## src/rtl/lif_array.sv

```systemverilog
// Time-multiplexed array of leaky integrate-and-fire neurons.
// Each neuron has an adaptive threshold and a refractory period. One update is
// accepted per cycle, and the result is held in a single output register.
module lif_array #(
    parameter int N_NEURONS   = 4,
    parameter int W           = 8,
    parameter int CW          = 12,
    parameter int LEAK_NUM    = 14,
    parameter int THR_INIT    = 50,
    parameter int THR_MIN     = 50,
    parameter int THR_MAX     = 250,
    parameter int THR_SHIFT   = 2,
    parameter int DECAY_DELAY = 5,
    parameter int REFRAC      = 2,
    parameter int RESET_MODE  = 0,
    localparam int IW         = $clog2(N_NEURONS)
) (
    input  logic          clk,
    input  logic          reset_n,
    input  logic          in_valid,
    output logic          in_ready,
    input  logic [IW-1:0] in_idx,
    input  logic [CW-1:0] current,
    output logic          out_valid,
    input  logic          out_ready,
    output logic [IW-1:0] out_idx,
    output logic [W-1:0]  out_state,
    output logic          out_spike
);

    // Widths of the refractory and quiet counters. Each is kept at least one bit wide.
    localparam int RW = (REFRAC > 0) ? $clog2(REFRAC + 1) : 1;
    localparam int QW = (DECAY_DELAY > 0) ? $clog2(DECAY_DELAY + 1) : 1;
    localparam logic [W-1:0] VMAX = '1;

    logic [W-1:0]  v_mem     [N_NEURONS];
    logic [W-1:0]  thr_mem   [N_NEURONS];
    logic [RW-1:0] ref_mem   [N_NEURONS];
    logic [QW-1:0] quiet_mem [N_NEURONS];

    logic          accept;
    logic          idx_ok;
    logic [W-1:0]  cur_v;
    logic [W-1:0]  cur_thr;
    logic [RW-1:0] cur_ref;
    logic [QW-1:0] cur_quiet;
    logic [W+7:0]  prod;
    logic [CW:0]   sum;
    logic [W-1:0]  vs;
    logic [CW:0]   thr_sum;
    logic [W-1:0]  thr_sat;
    logic          decay;
    logic [QW-1:0] quiet_inc;
    logic [W-1:0]  nv;
    logic [W-1:0]  nthr;
    logic [RW-1:0] nref;
    logic [QW-1:0] nquiet;
    logic [W-1:0]  res_state;
    logic          res_spike;

    // A new request can enter whenever the output slot is empty or is being drained.
    assign in_ready = !out_valid || out_ready;
    assign accept   = in_valid && in_ready;
    assign idx_ok   = int'(in_idx) < N_NEURONS;

    // Read the addressed neuron, then compute its leaked, integrated and saturated
    // membrane value, together with the threshold candidates.
    always_comb begin
        cur_v     = v_mem[in_idx];
        cur_thr   = thr_mem[in_idx];
        cur_ref   = ref_mem[in_idx];
        cur_quiet = quiet_mem[in_idx];
        prod      = (W+8)'(cur_v) * (W+8)'(LEAK_NUM);
        sum       = {1'b0, current} + (CW+1)'(prod >> 4);
        vs        = (sum > (CW+1)'(VMAX)) ? VMAX : sum[W-1:0];
        thr_sum   = (CW+1)'(cur_thr) + (CW+1)'(current >> THR_SHIFT);
        thr_sat   = (thr_sum > (CW+1)'(THR_MAX)) ? W'(THR_MAX) : thr_sum[W-1:0];
        decay     = (cur_quiet >= QW'(DECAY_DELAY)) && (cur_thr > W'(THR_MIN));
        quiet_inc = (cur_quiet >= QW'(DECAY_DELAY)) ? cur_quiet : cur_quiet + QW'(1);
    end

    // Select the next neuron state and the result. There are three cases:
    // refractory, spike, and plain integration.
    always_comb begin
        nv        = cur_v;
        nthr      = cur_thr;
        nref      = cur_ref;
        nquiet    = cur_quiet;
        res_state = '0;
        res_spike = 1'b0;
        if (cur_ref != '0) begin
            nv     = '0;
            nref   = cur_ref - RW'(1);
            nquiet = quiet_inc;
            nthr   = decay ? cur_thr - W'(1) : cur_thr;
        end else if (vs >= cur_thr) begin
            nv        = (RESET_MODE == 1) ? vs - cur_thr : '0;
            nref      = RW'(REFRAC);
            nquiet    = '0;
            nthr      = thr_sat;
            res_state = vs;
            res_spike = 1'b1;
        end else begin
            nv        = vs;
            nquiet    = quiet_inc;
            nthr      = decay ? cur_thr - W'(1) : cur_thr;
            res_state = vs;
        end
    end

    // Per-neuron state storage. Only the addressed neuron is written, and only on a
    // valid accept.
    always_ff @(posedge clk or negedge reset_n) begin
        if (!reset_n) begin
            for (int i = 0; i < N_NEURONS; i++) begin
                v_mem[i]     <= '0;
                thr_mem[i]   <= W'(THR_INIT);
                ref_mem[i]   <= '0;
                quiet_mem[i] <= '0;
            end
        end else if (accept && idx_ok) begin
            v_mem[in_idx]     <= nv;
            thr_mem[in_idx]   <= nthr;
            ref_mem[in_idx]   <= nref;
            quiet_mem[in_idx] <= nquiet;
        end
    end

    // Output register. It loads on a valid accept, clears when drained, and holds
    // while stalled.
    always_ff @(posedge clk or negedge reset_n) begin
        if (!reset_n) begin
            out_valid <= 1'b0;
            out_idx   <= '0;
            out_state <= '0;
            out_spike <= 1'b0;
        end else if (accept && idx_ok) begin
            out_valid <= 1'b1;
            out_idx   <= in_idx;
            out_state <= res_state;
            out_spike <= res_spike;
        end else if (out_ready) begin
            out_valid <= 1'b0;
        end
    end

endmodule

```

## config.mk

```make
export PLATFORM = sky130hd
export DESIGN_NAME = lif_array
export DESIGN_NICKNAME = d
export VERILOG_FILES = /design/src/rtl/lif_array.sv
export SDC_FILE = /design/constraint.sdc
export NUM_CORES = 1
export LEC_CHECK = 0
export ABC_AREA = 0
export BUFFER_PORTS_ARGS = -buffer_cell sky130_fd_sc_hd__buf_2
export CORE_MARGIN = 4
export CORE_UTILIZATION = 64
export CTS_BUF_LIST = sky130_fd_sc_hd__clkbuf_4 sky130_fd_sc_hd__clkbuf_8
export CTS_CLUSTER_DIAMETER = 120
export CTS_CLUSTER_SIZE = 10
export DETAILED_ROUTE_END_ITERATION = 16
export PLACE_DENSITY = 0.88
export SETUP_SLACK_MARGIN = 0.15
export SYNTH_ARGS = -nofsm -noshare
export SYNTH_HDL_FRONTEND = slang
export SYNTH_SLANG_ARGS = --single-unit
export TNS_END_PERCENT = 20
```

## constraint.sdc

```tcl
create_clock -name clk -period 8.2 [get_ports clk]
set_input_delay 0.82 -clock clk [delete_from_list [all_inputs] [get_ports clk]]
set_output_delay 0.82 -clock clk [all_outputs]
set_load 0.01 [all_outputs]
```

==> metrics.md, run 1 <==
| Metric | Value |
|---|---|
| Setup TNS | 0 ns |
| Min Clock Period, post-route | 7.47 ns |
| Vias in the first global route | 4675 |
| Worst-path clk slew | 0.09 ns |
| Register-to-Register Path Depth | 24 |
| Worst Path Arrival | 7.78 ns |
| Cell Rows | 35 |
| Area delta synth->final | 6.90% |
| Core Util, Final | 0.700 |
| Drt drc | 0 |
| Mapped Nets | 607 |
| Post-DP HPWL | 10100 um |
| First-pass GRT wire length | 23300 um |
| CTS Buf Count | 9 |
| DP Cell Count | 666 |
| 1st-pass router iterations | 5 |
| CTS sink cnt | 96 |
| HP Class | primary input to async pin |
| Setup Fix Bufs, Post-CTS | 0 |
| Initial DRC Count | 505 |
| Post-Syn Area | 0.00602 mm^2 |
| Grt ovf | 0 |
| Post-synth EDFFs | 0 |
| Initial core utilization | 0.655 |
| Worst hold slack | 0.460 ns |
| Max Slew Vio Count | 0 |
| Area after DPL | 0.00624 mm^2 |
| Area leader, netlist | dfrtp_1 |
| Commonest cells post-synth | 84 x dfrtp_1, 59 x mux2_2, 52 x nand2_1 |
| Leakage Power | 2.97 nW |
| Most frequent cell after synthesis | dfrtp_1 |
| Die X-Extent | 105 um |
| Crit-path max FO | 19 |
| Max-slew headroom | 0.518 |
| Root Buffer | clkbuf_8 |
| Die height | 105 um |
| Post-synth cell types | 55 |
| Synth top area cells | dfrtp_1 35%, mux2_2 11%, ha_1 7.5%, mux4_2 6.7%, dfstp_2 5.2% |
| Die area | 0.0110 mm^2 |
| Crit Path Class | primary input to flop |
| # IOs | 31 |
| RSZ-0062 raised after global routing | no |
| Pre-CTS setup slack | 0.268 ns |
| H-tree level count | 3 |
| Avg Synthesized Cell Area | 11.1 um^2 |
| WL final | 13900 um |
| Final period util | 0.912 |
| Final Setup Violations | 0 |
| Non-Filler Instances | 682 |
| Initial antenna violation count | 0 |
| FILL cells | 633 |
| Via density | 6.61 |
| Synth Register Bits | 96 |
| Max Root-Sink Buffers | 2 |
| Fmax | 0.134 GHz |
| Ys Warns | 0 |
| GRT Resource Usage Total | 0.266 |
| DR vias | 4507 |
| Ant. Diodes | 0 |
| Top_reg_cell synth | dfrtp_1 |
| Async S/R FF share, synth | 1.00 |
| Post-synth top area share | 0.349 |
| Drt wl/cell | 20.4 um |
| Final antenna-violating net count | 0 |
| Worst Skew | 0.00940 ns |
| Crit path required time | 8.51 ns |
| TritonCTS clock tree | done |
| Crit path launch type | primary input |
| PortBufs | 30 |
| Pwr Total | 2.76 mW |
| Critical path launch point | in_idx[0] |
| Worst r2r src | v_mem[27] |
| Mapped Cells | 543 |
| Final Hold Viols | 0 |
| Peak VDD IR | 0.257 mV |
| Post-route setup slack | 0.726 ns |
| Status | completed |
| Hold_buf cts | 0 |
| PwrDens | 428 mW/mm^2 |
| Worst Tran Pin Value | 0.716 ns |
| Endpoint type of the worst setup path | flop |
| Register area share after synthesis | 0.401 |
| Pin count of the biggest net entering global routing | 52 |
| Clock Latency Late Sink | 0.37 ns |
| Global placer's final weighted congestion | 0.936 |
| Final instance area | 0.00644 mm^2 |
| Core Area | 0.00920 mm^2 |
| Share of cells above drive strength 1 | 0.261 |
| Max-cap viol count | 0 |
| Nets | 630 |
-- sequential cells by signal, indices dropped and copies added, names as in the netlist --
register,flops
thr_mem,32
v_mem,32
quiet_mem,12
out_state,8
ref_mem,8
out_idx,2
out_spike,1
out_valid,1
-- logic make-up after synthesis --
group           synth area share
compound gates             0.120
fa+ha+maj                  0.108
buf+inv                   0.0434
simple gates              0.0916
xor+xnor                  0.0291
flops                      0.401
mux                        0.206
-- path summary, 6_finish.rpt --
check / end / slack (ns)
worst max-delay path: v_mem[27] / 0.73
worst min-delay path: ref_mem[2] / 0.46
worst max register to register: v_mem[27] / 1.18
worst min register to register: out_spike / 0.48
max in group asynchronous: thr_mem[12] / 6.74
min in group clk: out_spike / 0.48
-- placed cells by master, fill, tap and decap left out, types with 5 or more instances in the layout --
cell and count:
a21o_1 6, a21oi_1 23, buf_2 28, buf_4 6, clkbuf_8 10, dfrtp_1 84, dfstp_2 12, fa_1 10
ha_1 36, inv_1 39, mux2_2 59, mux2i_1 8, mux4_2 18, nand2_1 52, nand2b_1 5, nand3_1 5
nor2_1 29, nor2b_1 8, nor3_1 6, o211ai_1 5, o21ai_0 20, o31ai_1 23, xnor2_1 14, xor2_1 6
-- routing by layer --
layer	global-route usage	share of wire	vias to the layer above
li1	-	-	2006
met1	0.345	0.41	2266
met2	0.446	0.50	197
met3	0.0451	0.065	38
met4	0.112	0.027	0
met5	0	0	-
-- area by class of cell --
| cell class | instances | area, um^2 | area share |
|---|---|---|---|
| Multi-Input combinational cell | 385 | 3350 | 0.520 |
| Sequential cell | 96 | 2420 | 0.375 |
| Timing Repair Buffer | 35 | 193 | 0.0299 |
| Inverter | 39 | 146 | 0.0227 |
| Tap cell | 111 | 139 | 0.0216 |
| Clock buffer | 10 | 138 | 0.0214 |
| Clock inverter | 6 | 55.1 | 0.00855 |
-- worst max-delay path, stage by stage --
cell	delay (ns)
buf_2	0.31
mux4_2	0.65
fa_1	0.52
ha_1	0.31
a31o_2	0.20
a21oi_1	0.25
o21ai_0	0.12
a21oi_1	0.22
o21ai_0	0.11
a21oi_1	0.19
xnor2_1	0.15
ha_1	0.33
nand3_1	0.12
nor3_1	0.06
a2111oi_1	0.49
o21ai_1	0.25
nor2_1	0.42
inv_1	0.09
ha_1	0.34
a21oi_1	0.12
o21ai_0	0.12
or3_1	0.48
a211o_1	0.54
nor2b_1	0.35
mux2_2	0.23
-- power breakdown --
group / internal, mW / total [mW] / switching [mW]
Sequential: 0.694 / 0.801 / 0.107
Clock: 0.126 / 0.307 / 0.181
Combinational: 0.691 / 1.65 / 0.958
-- what timing repair did --
action,4_1_cts,5_1_grt
hold endpoints to repair,0,0
resized for setup,0,2
endpoints found under the setup margin,0,12
Note: power is estimated with default switching activity, not from simulation.
==> run 2, diff against run 1 <==
Settings changed: PLACE_DENSITY 0.88 to 0.86.
==> run 2 against run 1 <==
Critical endpoint is now v_mem[19]. Setup slack improved by 0.11 ns. Clock power hardly changed. Register-to-register slack gained 0.15 ns. Non-clock buffer count increased by 4. Clock skew rose by 0.0094 ns. Die area is the same.
==> metrics.md, run 2 (synthesis gave the netlist of run 1 again) <==
| Metric | Value |
|---|---|
| Pin count of the biggest net entering global routing | 69 (was 52) |
| Post-CTS Resized | 0 (unchanged) |
| Most numerous cell on the critical path | o21ai_0 (was a21oi_1) |
| Max-slew headroom | 0.441 (was 0.518) |
| Worst Path Arrival | 7.69 ns (was 7.78 ns) |
| Cell Rows | 35 (unchanged) |
| RSZ-0062 raised after global routing | no (unchanged) |
| Register-to-Register Path Depth | 25 (was 24) |
| Worst Skew | 0.0188 ns (was 0.00940 ns) |
| Commonest non-fill, non-tap cells in the layout | 84 x dfrtp_1, 59 x mux2_2, 52 x nand2_1 (unchanged) |
| Crit path required time | 8.52 ns (was 8.51 ns) |
| Commonest non-fill, non-tap cell in the layout | dfrtp_1 (unchanged) |
| Drt drc | 0 (unchanged) |
| Final Setup Violations | 0 (unchanged) |
| Crit Path Class | primary input to flop (unchanged) |
| CTS Buf Count | 9 (unchanged) |
| FF-to-FF End | v_mem[19] (was v_mem[27]) |
| Pre-CTS setup slack | 0.387 ns (was 0.268 ns) |
| CP peak stage delay | 0.62 ns (was 0.65 ns) |
| Flop-to-flop setup slack | 1.33 ns (was 1.18 ns) |
| Initial core utilization | 0.655 (unchanged) |
| Die height | 105 um (unchanged) |
| Global placer's final weighted congestion | 0.873 (was 0.936) |
| GRT Resource Usage Total | 0.260 (was 0.266) |
| Setup Fix Bufs, Post-CTS | 0 (unchanged) |
| Worst-path clk slew | 0.11 ns (was 0.09 ns) |
| TritonCTS clock tree | done (unchanged) |
| Core Area | 0.00920 mm^2 (unchanged) |
| Root Buffer | clkbuf_8 (unchanged) |
| H-tree level count | 3 (unchanged) |
| Grt ovf | 0 (unchanged) |
| Peak VDD IR | 0.236 mV (was 0.257 mV) |
| Min Clock Period, post-route | 7.37 ns (was 7.47 ns) |
| DR vias | 4382 (was 4507) |
| Core Util, Final | 0.704 (was 0.700) |
| HP Class | primary input to async pin (unchanged) |
| Non-Filler Instances | 686 (was 682) |
| PwrDens | 423 mW/mm^2 (was 428 mW/mm^2) |
| WL final | 13500 um (was 13900 um) |
| Critical path launch point | in_idx[0] (unchanged) |
| First-pass GRT wire length | 22700 um (was 23300 um) |
| Endpoint type of the worst setup path | flop (unchanged) |
| Ant. Diodes | 0 (unchanged) |
| Drt wl/cell | 19.6 um (was 20.4 um) |
| Setup TNS | 0 ns (unchanged) |
| Top Registers | thr_mem x32, v_mem x32, quiet_mem x12 (unchanged) |
| Hold_buf cts | 0 (unchanged) |
| Worst Tran Pin Value | 0.839 ns (was 0.716 ns) |
| PortBufs | 30 (unchanged) |
| Crit-path max FO | 19 (unchanged) |
| Initial antenna violation count | 0 (unchanged) |
| Max Root-Sink Buffers | 2 (unchanged) |
| Fmax | 0.136 GHz (was 0.134 GHz) |
| Worst hold slack | 0.351 ns (was 0.460 ns) |
| Via density | 6.39 (was 6.61) |
| CTS sink cnt | 96 (unchanged) |
| Max-cap viol count | 0 (unchanged) |
| CP max stage cell | mux4_2 (unchanged) |
| Final antenna-violating net count | 0 (unchanged) |
| Crit path launch type | primary input (unchanged) |
| # IOs | 31 (unchanged) |
| Final Hold Viols | 0 (unchanged) |
| Status | completed (unchanged) |
| Vias in the first global route | 4703 (was 4675) |
| Share of cells above drive strength 1 | 0.266 (was 0.261) |
| DP Cell Count | 670 (was 666) |
| Post-DP HPWL | 9970 um (was 10100 um) |
| Area delta synth->final | 7.39% (was 6.90%) |
| Clock Latency Late Sink | 0.38 ns (was 0.37 ns) |
| Leakage Power | 2.99 nW (was 2.97 nW) |
| 1st-pass router iterations | 5 (unchanged) |
| Nets | 634 (was 630) |
| Die X-Extent | 105 um (unchanged) |
| Die area | 0.0110 mm^2 (unchanged) |
| Worst r2r src | v_mem[2] (was v_mem[27]) |
| Final period util | 0.899 (was 0.912) |
| End point of the critical path | v_mem[19] (was v_mem[27]) |
| Post-route setup slack | 0.832 ns (was 0.726 ns) |
| Initial DRC Count | 355 (was 505) |
| Max Slew Vio Count | 0 (unchanged) |
run 2: metrics by stage:
step,power [mW],instance area (um^2)
detailed placement,2.41,6270
global placement,2.32,6270
finish,2.74,6470
global route,2.97,6470
CTS,2.73,6470
floorplan,2.02,6020
run 2: cell type report:
class / count / area [um^2]
Multi-Input combinational cell: 385 / 3350
Fill cell: 643 / 2730
Timing Repair Buffer: 39 / 220
Sequential cell: 96 / 2420
Tap cell: 111 / 139
Clock buffer: 9 / 124
Inverter: 39 / 146
Clock inverter: 7 / 71.3
run 2: how the worst min path moves through the flow:
stage | endpoint | slack, ns | depth (start not counted)
5_1_grt | v_mem[20] | 0.35 | 1
3_3_place_gp | out_idx[0] | 0.45 | 2
2_1_floorplan | ref_mem[5] | 0.44 | 2
6_report | v_mem[7] | 0.35 | 1
3_5_place_dp | quiet_mem[3] | 0.46 | 2
4_1_cts | v_mem[10] | 0.35 | 1
run 2: per-layer routing:
layer	GRT usage	vias up	part of all wire
li1	-	2007	-
met1	0.333	2244	0.43
met2	0.434	111	0.51
met3	0.0605	20	0.043
met4	0.0918	0	0.017
met5	0	-	0
run 2: worst max-delay path, delay by kind of cell:
kind / cells / cell delay [ns]
AND/OR/NAND/NOR: 5 / 1.25
multiplexers: 2 / 0.83
adder cells (fa/ha/maj): 4 / 1.75
AO/OA/AOI/OAI: 10 / 2.36
buffers and inverters: 4 / 0.60
XOR/XNOR: 1 / 0.07
run 2: power breakdown:
group	leakage (nW)	switching, mW	internal, mW
logic	1.70	0.938	0.693
clock network	0.0999	0.189	0.120
registers	1.19	0.105	0.694
total	2.99	1.23	1.51
